--- config.mk ---
export PLATFORM = sky130hd
export DESIGN_NAME = regfile_wb_arbiter
export DESIGN_NICKNAME = d
export VERILOG_FILES = /design/src/rtl/regfile_wb_arbiter.sv
export SDC_FILE = /design/constraint.sdc
export NUM_CORES = 1
export LEC_CHECK = 0
export CORE_MARGIN = 3
export CORE_UTILIZATION = 43
export DETAILED_ROUTE_END_ITERATION = 6
export PLACE_DENSITY = 0.85
export SETUP_SLACK_MARGIN = 0.02
export SLEW_MARGIN = 20
export SYNTH_ARGS = -nofsm -noshare
export SYNTH_HDL_FRONTEND = slang
export SYNTH_SLANG_ARGS = --single-unit
--- constraint.sdc ---
create_clock -name clk -period 3.89 [get_ports clk]
set_input_delay 0.778 -clock clk [delete_from_list [all_inputs] [get_ports clk]]
set_output_delay 0.778 -clock clk [all_outputs]
set_load 0.03 [all_outputs]
--- src/rtl/regfile_wb_arbiter.sv ---
// Writeback arbiter and load scoreboard for the 16x16 register file write port.
// Define WB_RR_EN for two-way round-robin arbitration; otherwise loads have fixed priority over ALU.
module regfile_wb_arbiter (
    input  logic        clk,
    input  logic        rst,
    input  logic        alu_valid,
    input  logic [3:0]  alu_rd,
    input  logic [15:0] alu_data,
    output logic        alu_ready,
    input  logic        mem_valid,
    input  logic [3:0]  mem_rd,
    input  logic [15:0] mem_data,
    output logic        mem_ready,
    input  logic        ld_issue,
    input  logic [3:0]  ld_rd,
    input  logic [3:0]  id_rs1,
    input  logic [3:0]  id_rs2,
    input  logic [3:0]  id_rd,
    input  logic        id_wr,
    output logic        hazard,
    output logic [15:0] busy,
    output logic        reg_write,
    output logic [3:0]  rd,
    output logic [15:0] rd_data
);

    logic        wr_vld_p1;
    logic [3:0]  wr_rd_p1;
    logic [15:0] wr_data_p1;
    logic [15:0] set_vec;
    logic [15:0] clr_vec;
    logic [15:0] busy_nxt;

`ifdef WB_RR_EN
    // prefer_alu=1 means the ALU lost the most recent conflict and wins the next one
    logic prefer_alu;
    logic conflict;

    assign conflict  = alu_valid & mem_valid;
    assign mem_ready = mem_valid & ~(alu_valid & prefer_alu);
    assign alu_ready = alu_valid & ~(mem_valid & ~prefer_alu);

    always_ff @(posedge clk or posedge rst) begin
        if (rst)
            prefer_alu <= 1'b0;
        else if (conflict)
            prefer_alu <= ~prefer_alu;
    end
`else
    assign mem_ready = mem_valid;
    assign alu_ready = alu_valid & ~mem_valid;
`endif

    // Stage p0 -> p1: register the granted write
    always_ff @(posedge clk or posedge rst) begin
        if (rst) begin
            wr_vld_p1  <= 1'b0;
            wr_rd_p1   <= 4'd0;
            wr_data_p1 <= 16'd0;
        end else if (mem_ready) begin
            wr_vld_p1  <= (mem_rd != 4'd0);
            wr_rd_p1   <= mem_rd;
            wr_data_p1 <= mem_data;
        end else if (alu_ready) begin
            wr_vld_p1  <= (alu_rd != 4'd0);
            wr_rd_p1   <= alu_rd;
            wr_data_p1 <= alu_data;
        end else begin
            wr_vld_p1  <= 1'b0;
        end
    end

    assign reg_write = wr_vld_p1;
    assign rd        = wr_rd_p1;
    assign rd_data   = wr_data_p1;

    always_comb begin
        set_vec = 16'd0;
        clr_vec = 16'd0;
        if (ld_issue && ld_rd != 4'd0)
            set_vec[ld_rd] = 1'b1;
        if (mem_ready)
            clr_vec[mem_rd] = 1'b1;
        // set is applied after clear so a same-cycle issue to the same register wins
        busy_nxt    = (busy & ~clr_vec) | set_vec;
        busy_nxt[0] = 1'b0;
    end

    always_ff @(posedge clk or posedge rst) begin
        if (rst)
            busy <= 16'd0;
        else
            busy <= busy_nxt;
    end

    assign hazard = busy[id_rs1] | busy[id_rs2] | (id_wr & busy[id_rd]);

endmodule

Word-level counts from Yosys, hierarchy flattened
Index checks and enable logic that the tools add are counted.
- word-level logic and storage cells: 44
- latch bits: 0
- bits in writable memories: 0
- bits in read-only memories: 0
- flip-flop bits (word level): 36
- output and inout port bits: 40
- input bits: 62
- memories: 0
- equal/unequal tests: 0
- bitwise logic cells: 8
- $mul: 0
- magnitude comparators: 7
- reductions and logical operators: 7
- $add $sub $neg: 0
- divide/modulo/power cells: 0
- shift-type cells: 0
- mux-type cells: 18
- operator list (cell ; number):
    16-bit 2-to-1 mux ; 4
    4-bit by 5-bit < comparator with 1-bit output (second input constant) ; 5
    16-bit bitwise AND ; 1
    16-bit NOT ; 1
    16-bit OR ; 1
    1-bit binary-select mux with 4-bit select ; 3
    4-bit nonzero test ; 3
    1-bit demux with 4-bit select ; 2
    4-bit by 1-bit >= comparator with 1-bit output (second input constant) ; 2
    4-bit 2-to-1 mux ; 2
    1-bit 2-to-1 mux ; 7
    1-bit logical AND ; 3
    1-bit bitwise AND ; 2
    1-bit OR ; 2
    2-bit nonzero test ; 1
    1-bit NOT ; 1

Depth between registers and ports, before layout
Gate-level depths: netlist (run 1).
- word-level depth: 8
- gate-level depth with buffers: 5
- depth with buffers taken out: 4

Least setup slack after synthesis (run 1)
No wires, ideal clock.
- path kind: input-to-output
- from: input port id_rd[0]
- to: output port hazard
- path slack: 1.166 ns
- arrival time: 1.946 ns
- buffers on the path: 0
- data required time: 3.112 ns
- cell stages on the path: 4
- cell sequence: mux4_1 -> mux2i_1 -> nand2_1 -> a311o_1
- word-level cells in the longest chain between the ends: 4
- RTL lines (what ; line ; source):
    start, declared ; 18 ; input logic [3:0] id_rd,
    1-bit binary-select mux with 4-bit select ; 96 ; assign hazard = busy[id_rs1] | busy[id_rs2] | (id_wr & busy[id_rd]);
    1-bit 2-to-1 mux (implied by the code) ; 96 ;
    1-bit bitwise AND ; 96 ;
    1-bit OR ; 96 ;
    end, declared ; 20 ; output logic hazard,
Every way passes these cells. The select of a mux whose other input is x is not followed.

Final worst setup path (run 1)
- from: input port id_rs1[1]
- to: output port hazard
- word-level cells in the longest chain between the ends: 4
- RTL lines (what ; line ; source):
    start, declared ; 16 ; input logic [3:0] id_rs1,
    1-bit binary-select mux with 4-bit select ; 96 ;
    1-bit 2-to-1 mux (implied by the code) ; 96 ;
    1-bit OR (2 in series) ; 96 ;
Every way passes these cells. The select of a mux whose other input is x is not followed.

==> results of run 1 <==
-- worst max path at each step --
stage	startpoint	endpoint	slack [ns]	depth (start not counted)
after floorplan	id_rd[0]	hazard	1.17	4
after global placement	id_rd[0]	hazard	0.06	6
after detailed placement	id_rd[0]	hazard	0.02	6
after CTS	id_rd[0]	hazard	0.25	6
after global routing	id_rd[0]	hazard	0.17	6
final	id_rs1[1]	hazard	0.26	6
-- metrics by stage --
step	cell area, um2	utilization, %	total power, mW
floorplan	2014	-	0.7418
global route	3146	70.78	1.321
detailed placement	3050	68.64	0.9853
finish	3146	70.78	1.258
global placement	3050	68.64	0.9740
CTS	3146	70.78	1.265
-- power by group --
| group | switching, mW | internal (mW) | total, mW |
|---|---|---|---|
| logic | 0.242 | 0.240 | 0.482 |
| clock network | 0.136 | 0.145 | 0.281 |
| registers | 0.0667 | 0.429 | 0.496 |
| total | 0.445 | 0.814 | 1.26 |
-- final cells by class --
class	instances	area, um2
Timing Repair Buffer	103	1022
Multi-Input combinational cell	142	1054
Inverter	2	7.507
Clock inverter	2	13.76
Clock buffer	6	82.58
Sequential cell	36	900.9
Tap cell	52	65.06
Fill cell	357	1299
-- flip-flops by register name, indices dropped and copies added, names as in the netlist --
name       cells
busy          15
reg_write      1
rd             4
rd_data       16
-- routing by layer --
metal / track usage (%) / up-vias
li1: - / 903
met2: 37.07 / 105
met5: 0 / -
met1: 28.70 / 912
met3: 7.973 / 17
met4: 6.126 / 0
-- worst max-delay path: cells and delay by family --
kind	cells	cell delay (ns)
compound gates	3	0.56
buf+inv	2	0.93
mux	1	0.58
-- cell usage in the layout (no fill, tap or decap), drive strengths merged --
cell type | synthesis | layout
nor2 | 1 | 1
mux4 | 9 | 9
clkinv | 0 | 1
clkdlybuf4s50 | 0 | 99
buf | 5 | 3
nand2b | 5 | 5
or2 | 2 | 2
o211ai | 1 | 1
a221oi | 1 | 1
and2 | 1 | 1
and3b | 1 | 1
clkbuf | 6 | 6
o31ai | 1 | 1
o22a | 1 | 1
nand3 | 2 | 2
dlygate4sd2 | 0 | 1
mux2i | 25 | 25
a211oi | 1 | 1
inv | 2 | 3
mux2 | 2 | 2
a22oi | 1 | 1
conb | 1 | 1
o41a | 1 | 1
nand2 | 25 | 25
nand3b | 3 | 3
dfrtp | 36 | 36
nor2b | 6 | 6
or3b | 1 | 1
a311o | 1 | 1
o21ai | 49 | 49
a21oi | 1 | 1
-- cell families (layout without fill, tap and decap cells) --
logic type	after synthesis	after routing	share of synthesized area [%]
flip-flops	36	36	44.72
other	1	1	0.1862
buffers and inverters	13	113	2.981
AND/OR/NAND/NOR	47	47	11.74
multiplexers	36	36	24.53
AO/OA/AOI/OAI	58	58	15.84
==> key figures, run 1 <==
Global route
  – Largest net degree at the start of global routing: 44
  – Tot GR Track Use: 22.67%
  – Vias in the first global route: 1926
  – GRT overflow: 0
  – First-pass GRT wire length: 9418 um
  – Initial antenna violation count: 0

Synthesis
  – Synth Area per Inst: 10.55 um2
  – Synth Instances: 191
  – Dominant cells by area after synthesis: dfrtp_1 (45%), mux2i_1 (12%), o21ai_0 (12%)
  – Yosys cell types: 30
  – Mapped Nets: 253
  – Count leader, synth: o21ai_0
  – Post-synthesis sequential area ratio: 44.72%
  – Post-synth top cells: o21ai_0 (49), dfrtp_1 (36), mux2i_1 (25), nand2_1 (25)
  – Yosys top cell area share: 44.72%
  – Warnings, synthesis: 0
  – Post-synth ARST share: 100.0%
  – Yosys reg bits: 36
  – Cell taking the most area after synthesis: dfrtp_1
  – Number of synthesized flops with an enable pin: 0
  – Top FF cell, synth: dfrtp_1
  – Mapped cell area: 0.002014 mm2

Die
  – Starting density of the core: 45.33%
  – Num ports: 102
  – Core area: 0.004444 mm2
  – Die H: 74.45 um
  – Num rows: 24
  – Die Area: 0.005542 mm2
  – Die X-Extent: 74.45 um

Setup path
  – CP endpoint kind: output pin
  – Data required, critical path: 3.11 ns
  – Highest cell delay on the worst timing path: 0.58 ns
  – Worst-path maximum fanout: 5
  – R2R setup slack: 2.97 ns
  – FF-to-FF path depth: 3
  – Worst R2R End: rd[2]$_DFFE_PP0P_
  – Crit start category: primary input
  – FF-to-FF Start: rd[2]$_DFFE_PP0P_
  – Arrival time at the worst endpoint: 2.85 ns
  – Crit path cell chain: clkdlybuf4s50_1 -> mux4_1 -> a22oi_1 -> o31ai_1 -> a311o_1 -> dlygate4sd2_1
  – Worst path slowest cell: clkdlybuf4s50_1
  – Crit path kind: primary input to output pin

Route
  – First DRT Iteration DRCs: 168
  – Met2 routed WL: 2912 um
  – Wire length on met3: 635 um
  – Antenna-violating nets left: 0
  – Residual DRC: 0
  – Routed WL: 5974 um
  – Drt pass-1 iters: 4
  – Vias: 1937
  – Highest metal used: met4
  – DRT met1 WL: 2329 um
  – Vias/cell: 5.647
  – Routed length per placed instance: 17.42 um

Clock tree
  – Clk root buf: clkbuf_8
  – Postcts setup bufs: 0
  – CTS Buf Count: 5
  – # H-tree levels: 2
  – Max clock buf depth: 2
  – Worst-path clk slew: 0.07 ns
  – Clock sinks: 36
  – Later-pin clock latency in the skew report: 0.28 ns
  – CTS tree: yes
  – Cts repair resizes: 1
  – Hold_buf cts: 0

STA
  – Final TNS setup: 0 ns
  – RSZ-0062 raised after global routing: no
  – Final min period: 3.631 ns
  – Worst slew pin tran: 0.8713 ns
  – Final Cycle Share: 93.34%
  – Final setup fails: 0
  – Final setup margin: 0.2591 ns
  – Max Slew Vio Count: 0
  – Slew Limit Headroom: 41.85%
  – Fmax: 275.4 MHz
  – Hold slack: 0.5731 ns
  – Hold Fails Final Rpt: 0
  – Setup Skew: 0 ns

Placed design
  – Input/output buffers: 100
  – Hpwl dp: 4625 um
  – Final GP Congestion: 0.7942
  – Placed cell count: 335
  – Pre-CTS setup slack: 0.02028 ns

Run status
  – Status: completed

Final layout
  – Inserted Diodes: 0
  – Layout area overhead: 56.15%
  – Fraction of layout cells with a size suffix above 1: 7.216%
  – Nets@finish: 352
  – Final cell count without fillers: 343

Worst hold path
  – Hold Path Depth: 2
  – Hold/Removal Path Class: flop to flop
  – Hold path endpoint: rd_data[9]$_DFFE_PP0P_
  – Hold wc startpoint: rd_data[9]$_DFFE_PP0P_

Power and ir drop
  – Peak supply drop: 0.2160 mV
  – Cell area power density: 400.0 mW/mm2
  – Pleak: 1.308 nW

Flow run
  – Max_cap viols: 0
Power figures use the tool's default switching activity.
==> run 2: changes to the inputs <==
CORE_ASPECT_RATIO = 0.6   (was default)
CORE_MARGIN = 5   (was 3)
SKIP_CTS_REPAIR_TIMING = 1   (was default)
==> run 2 against run 1 <==
Wire length up 1.2%; fmax up 2.4%; die area up 12%; register-to-register slack better by 0.02 ns; clock power down 2%; total power about the same; non-clock buffer count up 2; hold slack worse by 0.0041 ns; sequential share of layout area down 0.27 points; largest power group unchanged; highest routed layer unchanged; clock skew unchanged; clock-buffer cell count up 1; critical path depth unchanged.
==> key figures, run 2 (synthesis results as in run 1) <==
Run status
  – Status: completed

STA
  – Fmax: 281.9 MHz
  – Final Cycle Share: 91.19%
  – Hold Fails Final Rpt: 0
  – RSZ-0062 raised after global routing: no
  – Setup Skew: 0 ns
  – Hold slack: 0.5690 ns
  – Final setup margin: 0.3426 ns
  – Final min period: 3.547 ns
  – Max Slew Vio Count: 0
  – Final setup fails: 0

Global route
  – GRT overflow: 0
  – Tot GR Track Use: 20.28%
  – First-pass GRT wire length: 9880 um
  – Vias in the first global route: 1904
  – Largest net degree at the start of global routing: 37
  – Initial antenna violation count: 0

Setup path
  – Largest delay share family, worst path: buffers and inverters
  – Worst-path maximum fanout: 5
  – Crit path kind: primary input to output pin
  – Crit path cell chain: clkdlybuf4s50_1 -> mux4_1 -> mux2i_1 -> nand2_1 -> a311o_1 -> dlymetal6s2s_1
  – Data required, critical path: 3.11 ns
  – Arrival time at the worst endpoint: 2.77 ns
  – Crit start category: primary input
  – Highest cell delay on the worst timing path: 0.60 ns
  – Buffers & Inverters on Critical Path: 2
  – CP endpoint kind: output pin
  – Worst path slowest cell: mux4_1

Final layout
  – Max reg flops: 16
  – Nets@finish: 354
  – Fillcell total: 336
  – Layout area overhead: 57.64%
  – Commonest non-fill, non-tap cell in the layout: clkdlybuf4s50_1
  – Most frequent cells in the layout: clkdlybuf4s50_1 (99), o21ai_0 (49), dfrtp_1 (36)
  – Area of the multi-input gates: 0.001054 mm2
  – Fraction of layout cells with a size suffix above 1: 7.509%
  – Inserted Diodes: 0
  – Post-Route Utilization: 69.94%
  – Seq. cell area: 900.9 um2

Die
  – Die Area: 0.006198 mm2
  – Die H: 63.02 um
  – Die X-Extent: 98.36 um
  – Core area: 0.004541 mm2
  – Num rows: 19
  – Num ports: 102
  – Starting density of the core: 44.36%

Placed design
  – Input/output buffers: 100
  – Pre-CTS setup slack: -0.008767 ns
  – Hpwl dp: 4719 um
  – Final GP Congestion: 0.9185

Route
  – Drt pass-1 iters: 4
  – First DRT Iteration DRCs: 117
  – Vias/cell: 5.348
  – Routed WL: 6046 um
  – Vias: 1904
  – Antenna-violating nets left: 0
  – Routed length per placed instance: 16.98 um
  – Residual DRC: 0

Clock tree
  – Clock sinks: 36
  – CTS tree: yes
  – Clk root buf: clkbuf_8
  – Later-pin clock latency in the skew report: 0.29 ns
  – Worst-path clk slew: 0.06 ns
  – Max clock buf depth: 2
  – # H-tree levels: 2
  – CTS Buf Count: 5

Power and ir drop
  – Cell area power density: 396.1 mW/mm2
  – Sw Pwr: 0.4420 mW
  – Pint: 0.8158 mW
  – Peak supply drop: 0.2188 mV
  – Combinational Power Share: 38.5%
  – Sequential power share: 39.6%
  – Clock network power share: 21.9%
  – Switching share of power: 35.14%
  – Pleak: 1.316 nW

Worst hold path
  – Hold/Removal Path Class: flop to flop

Flow run
  – Max_cap viols: 0
run 2: changes by cell type in the layout (fill, tap and decap cells not counted):
cell	before	now
clkinv_2	1	0
clkinvlp_4	0	1
buf_4	3	5
clkbuf_1	0	1
dlygate4sd2_1	1	0
inv_6	1	0
dlymetal6s2s_1	0	1
run 2: per-stage QoR:
step	setup TNS [ns]	power (mW)	area, um2	std cells
floorplan	0	0.7418	2014	191
global placement	0	0.9763	3079	348
detailed placement	-0.008767	0.9897	3079	348
CTS	-0.01612	1.270	3173	356
global route	0	1.321	3176	356
finish	0	1.258	3176	356
run 2: power by group through the flow:
stage	Clock, mW	Combinational, mW	Sequential, mW
2_1_floorplan	0	0.155	0.587
3_3_place_gp	0	0.477	0.499
3_5_place_dp	0	0.486	0.504
4_1_cts	0.285	0.487	0.497
5_1_grt	0.300	0.517	0.505
6_report	0.276	0.484	0.498
run 2: final timing paths:
check / from / endpoint / slack, ns / depth (start not counted)
setup reg to reg: rd[2]$_DFFE_PP0P_ / rd[2]$_DFFE_PP0P_ / 2.99 / 3
hold / removal: rd_data[0]$_DFFE_PP0P_ / rd_data[0]$_DFFE_PP0P_ / 0.57 / 2
setup / recovery: id_rd[0] / hazard / 0.34 / 6
min in group asynchronous: rst / rd[2]$_DFFE_PP0P_ / 0.89 / 3
hold reg to reg: rd_data[0]$_DFFE_PP0P_ / rd_data[0]$_DFFE_PP0P_ / 0.57 / 2
max in group asynchronous: rst / busy[8]$_DFF_PP0_ / 2.69 / 3
run 2: per-layer routing:
layer	up-vias	wire length, um	GRT usage (%)	part of all wire, %
met5	-	0	0	0
met4	0	87	5.792	1.4
met3	8	546	5.797	9.0
met2	91	2733	29.55	45
met1	902	2678	29.29	44
li1	903	-	-	-
run 2: final cells by class:
class                      instances  share of cell area, %
multi-input combinational        142                  33.18
timing repair buffer             105                  32.78
sequential                        36                  28.37
clock buffer                       7                  2.719
tap                               63                  2.482
clock inverter                     1                 0.2364
inverter                           2                 0.2364
run 2: worst min-delay path, stage by stage, from the launching register on:
cell and delay [ns]:
dfrtp_1 0.34, mux2i_1 0.06, o21ai_0 0.13
==> run 3: changes to the inputs <==
CORE_ASPECT_RATIO = default   (was 0.6)
==> run 3 against run 2 <==
Sequential cell count unchanged; via count decreased by 0.16%; clock-buffer cell count decreased by 1; wire length decreased by 1.8%; register-to-register slack about the same; non-clock buffer count decreased by 2; core utilization decreased by 1.6 points; critical path depth unchanged; clock skew unchanged; setup slack improved by 0.0090 ns; global-route usage decreased by 0.064 points; hold slack got worse by 0.0033 ns.
==> key figures, run 3 (synthesis results as in run 1) <==
Run status
  – Status: completed

STA
  – Final setup margin: 0.3516 ns
  – Final setup fails: 0
  – Fmax: 282.6 MHz
  – Final min period: 3.538 ns
  – Hold Fails Final Rpt: 0
  – RSZ-0062 raised after global routing: no
  – Setup Skew: 0 ns
  – Final TNS setup: 0 ns
  – Final Cycle Share: 90.96%
  – Max Slew Vio Count: 0

Route
  – Routed length per placed instance: 17.21 um
  – Vias/cell: 5.510
  – Residual DRC: 0
  – Drt pass-1 iters: 4
  – Antenna-violating nets left: 0
  – First DRT Iteration DRCs: 184
  – Vias: 1901
  – Routed WL: 5938 um

Setup path
  – Crit start category: primary input
  – Data required, critical path: 3.11 ns
  – Arrival time at the worst endpoint: 2.76 ns
  – CP startpoint: id_rs1[1]
  – R2R setup slack: 2.99 ns
  – CP endpoint kind: output pin
  – Worst R2R End: rd[2]$_DFFE_PP0P_
  – FF-to-FF Start: rd[2]$_DFFE_PP0P_
  – FF-to-FF path depth: 3
  – Worst-path maximum fanout: 5
  – Crit path kind: primary input to output pin

Clock tree
  – CTS Buf Count: 5
  – # H-tree levels: 2
  – Later-pin clock latency in the skew report: 0.29 ns
  – Worst-path clk slew: 0.08 ns
  – Max clock buf depth: 2
  – CTS tree: yes
  – Clock sinks: 36
  – Clk root buf: clkbuf_8

Global route
  – First-pass GRT wire length: 9749 um
  – Vias in the first global route: 1967
  – Initial antenna violation count: 0
  – Tot GR Track Use: 20.22%
  – GRT overflow: 0
  – Largest net degree at the start of global routing: 37

Die
  – Die Area: 0.006154 mm2
  – Num rows: 25
  – Starting density of the core: 43.51%
  – Die X-Extent: 78.45 um
  – Die H: 78.45 um
  – Core area: 0.004629 mm2
  – Num ports: 102

Worst hold path
  – Hold path endpoint: rd_data[8]$_DFFE_PP0P_
  – Hold Path Depth: 2
  – Hold/Removal Path Class: flop to flop
  – Hold wc startpoint: rd_data[8]$_DFFE_PP0P_

Final layout
  – Final cell area excluding filler cells: 0.003163 mm2
  – Max reg flops: 16
  – Commonest non-fill, non-tap cell in the layout: clkdlybuf4s50_1
  – Inserted Diodes: 0
  – Most frequent cells in the layout: clkdlybuf4s50_1 (99), o21ai_0 (49), dfrtp_1 (36)
  – Layout area overhead: 57.02%
  – Nets@finish: 352
  – Fraction of layout cells with a size suffix above 1: 6.873%

Power and ir drop
  – Design Power: 1.303 mW
  – Peak supply drop: 0.1914 mV
  – Pleak: 1.318 nW
  – Cell area power density: 412.1 mW/mm2

Placed design
  – DP Area: 0.003053 mm2
  – Input/output buffers: 100
  – Final GP Congestion: 0.8277
  – Pre-CTS setup slack: 0.001273 ns
  – Hpwl dp: 4502 um

Flow run
  – Max_cap viols: 0
## run 3: area by class of cell
type	count	area, um2
well taps	54	67.56
clock inverters	2	35.03
multi-input cells	142	1054
fillers	351	1466
flip-flops and latches	36	900.9
repair buffers	103	1026
clock buffers	6	72.57
inverters	2	7.507
## run 3: how the worst max path moves through the flow
stage                        end  depth (start not counted)
after floorplan           hazard                          4
after global placement    hazard                          6
after detailed placement  hazard                          6
after CTS                 hazard                          6
after global routing      hazard                          6
final                     hazard                          6
## run 3: layer usage
layer | share of wire (%) | vias to the layer above | global-route usage [%]
met5 | 0 | - | 0
met4 | 1.9 | 0 | 6.993
met3 | 9.2 | 11 | 7.569
met2 | 48 | 88 | 34.76
met1 | 40 | 901 | 23.04
li1 | - | 901 | -
## run 3: where the power goes
| part | internal (mW) | total (mW) | switching, mW |
|---|---|---|---|
| Sequential | 0.429 | 0.497 | 0.0683 |
| Combinational | 0.242 | 0.481 | 0.239 |
| Clock | 0.190 | 0.325 | 0.135 |
| Total | 0.861 | 1.30 | 0.443 |
## run 3: stage by stage
stage | instances | util, % | hold WS [ns]
after CTS | 345 | 68.27 | 0.5739
after detailed placement | 337 | 65.95 | 0.5574
after global routing | 345 | 68.32 | 0.5897
after floorplan | 191 | - | 0.7117
final | 345 | 68.32 | 0.5657
after global placement | 337 | 65.95 | 0.5461
## run 3: critical path: stages
cell and delay (ns):
clkdlybuf4s50_1 0.59, mux4_1 0.59, a22oi_1 0.19, o31ai_1 0.10, a311o_1 0.27, dlymetal6s2s_1 0.24
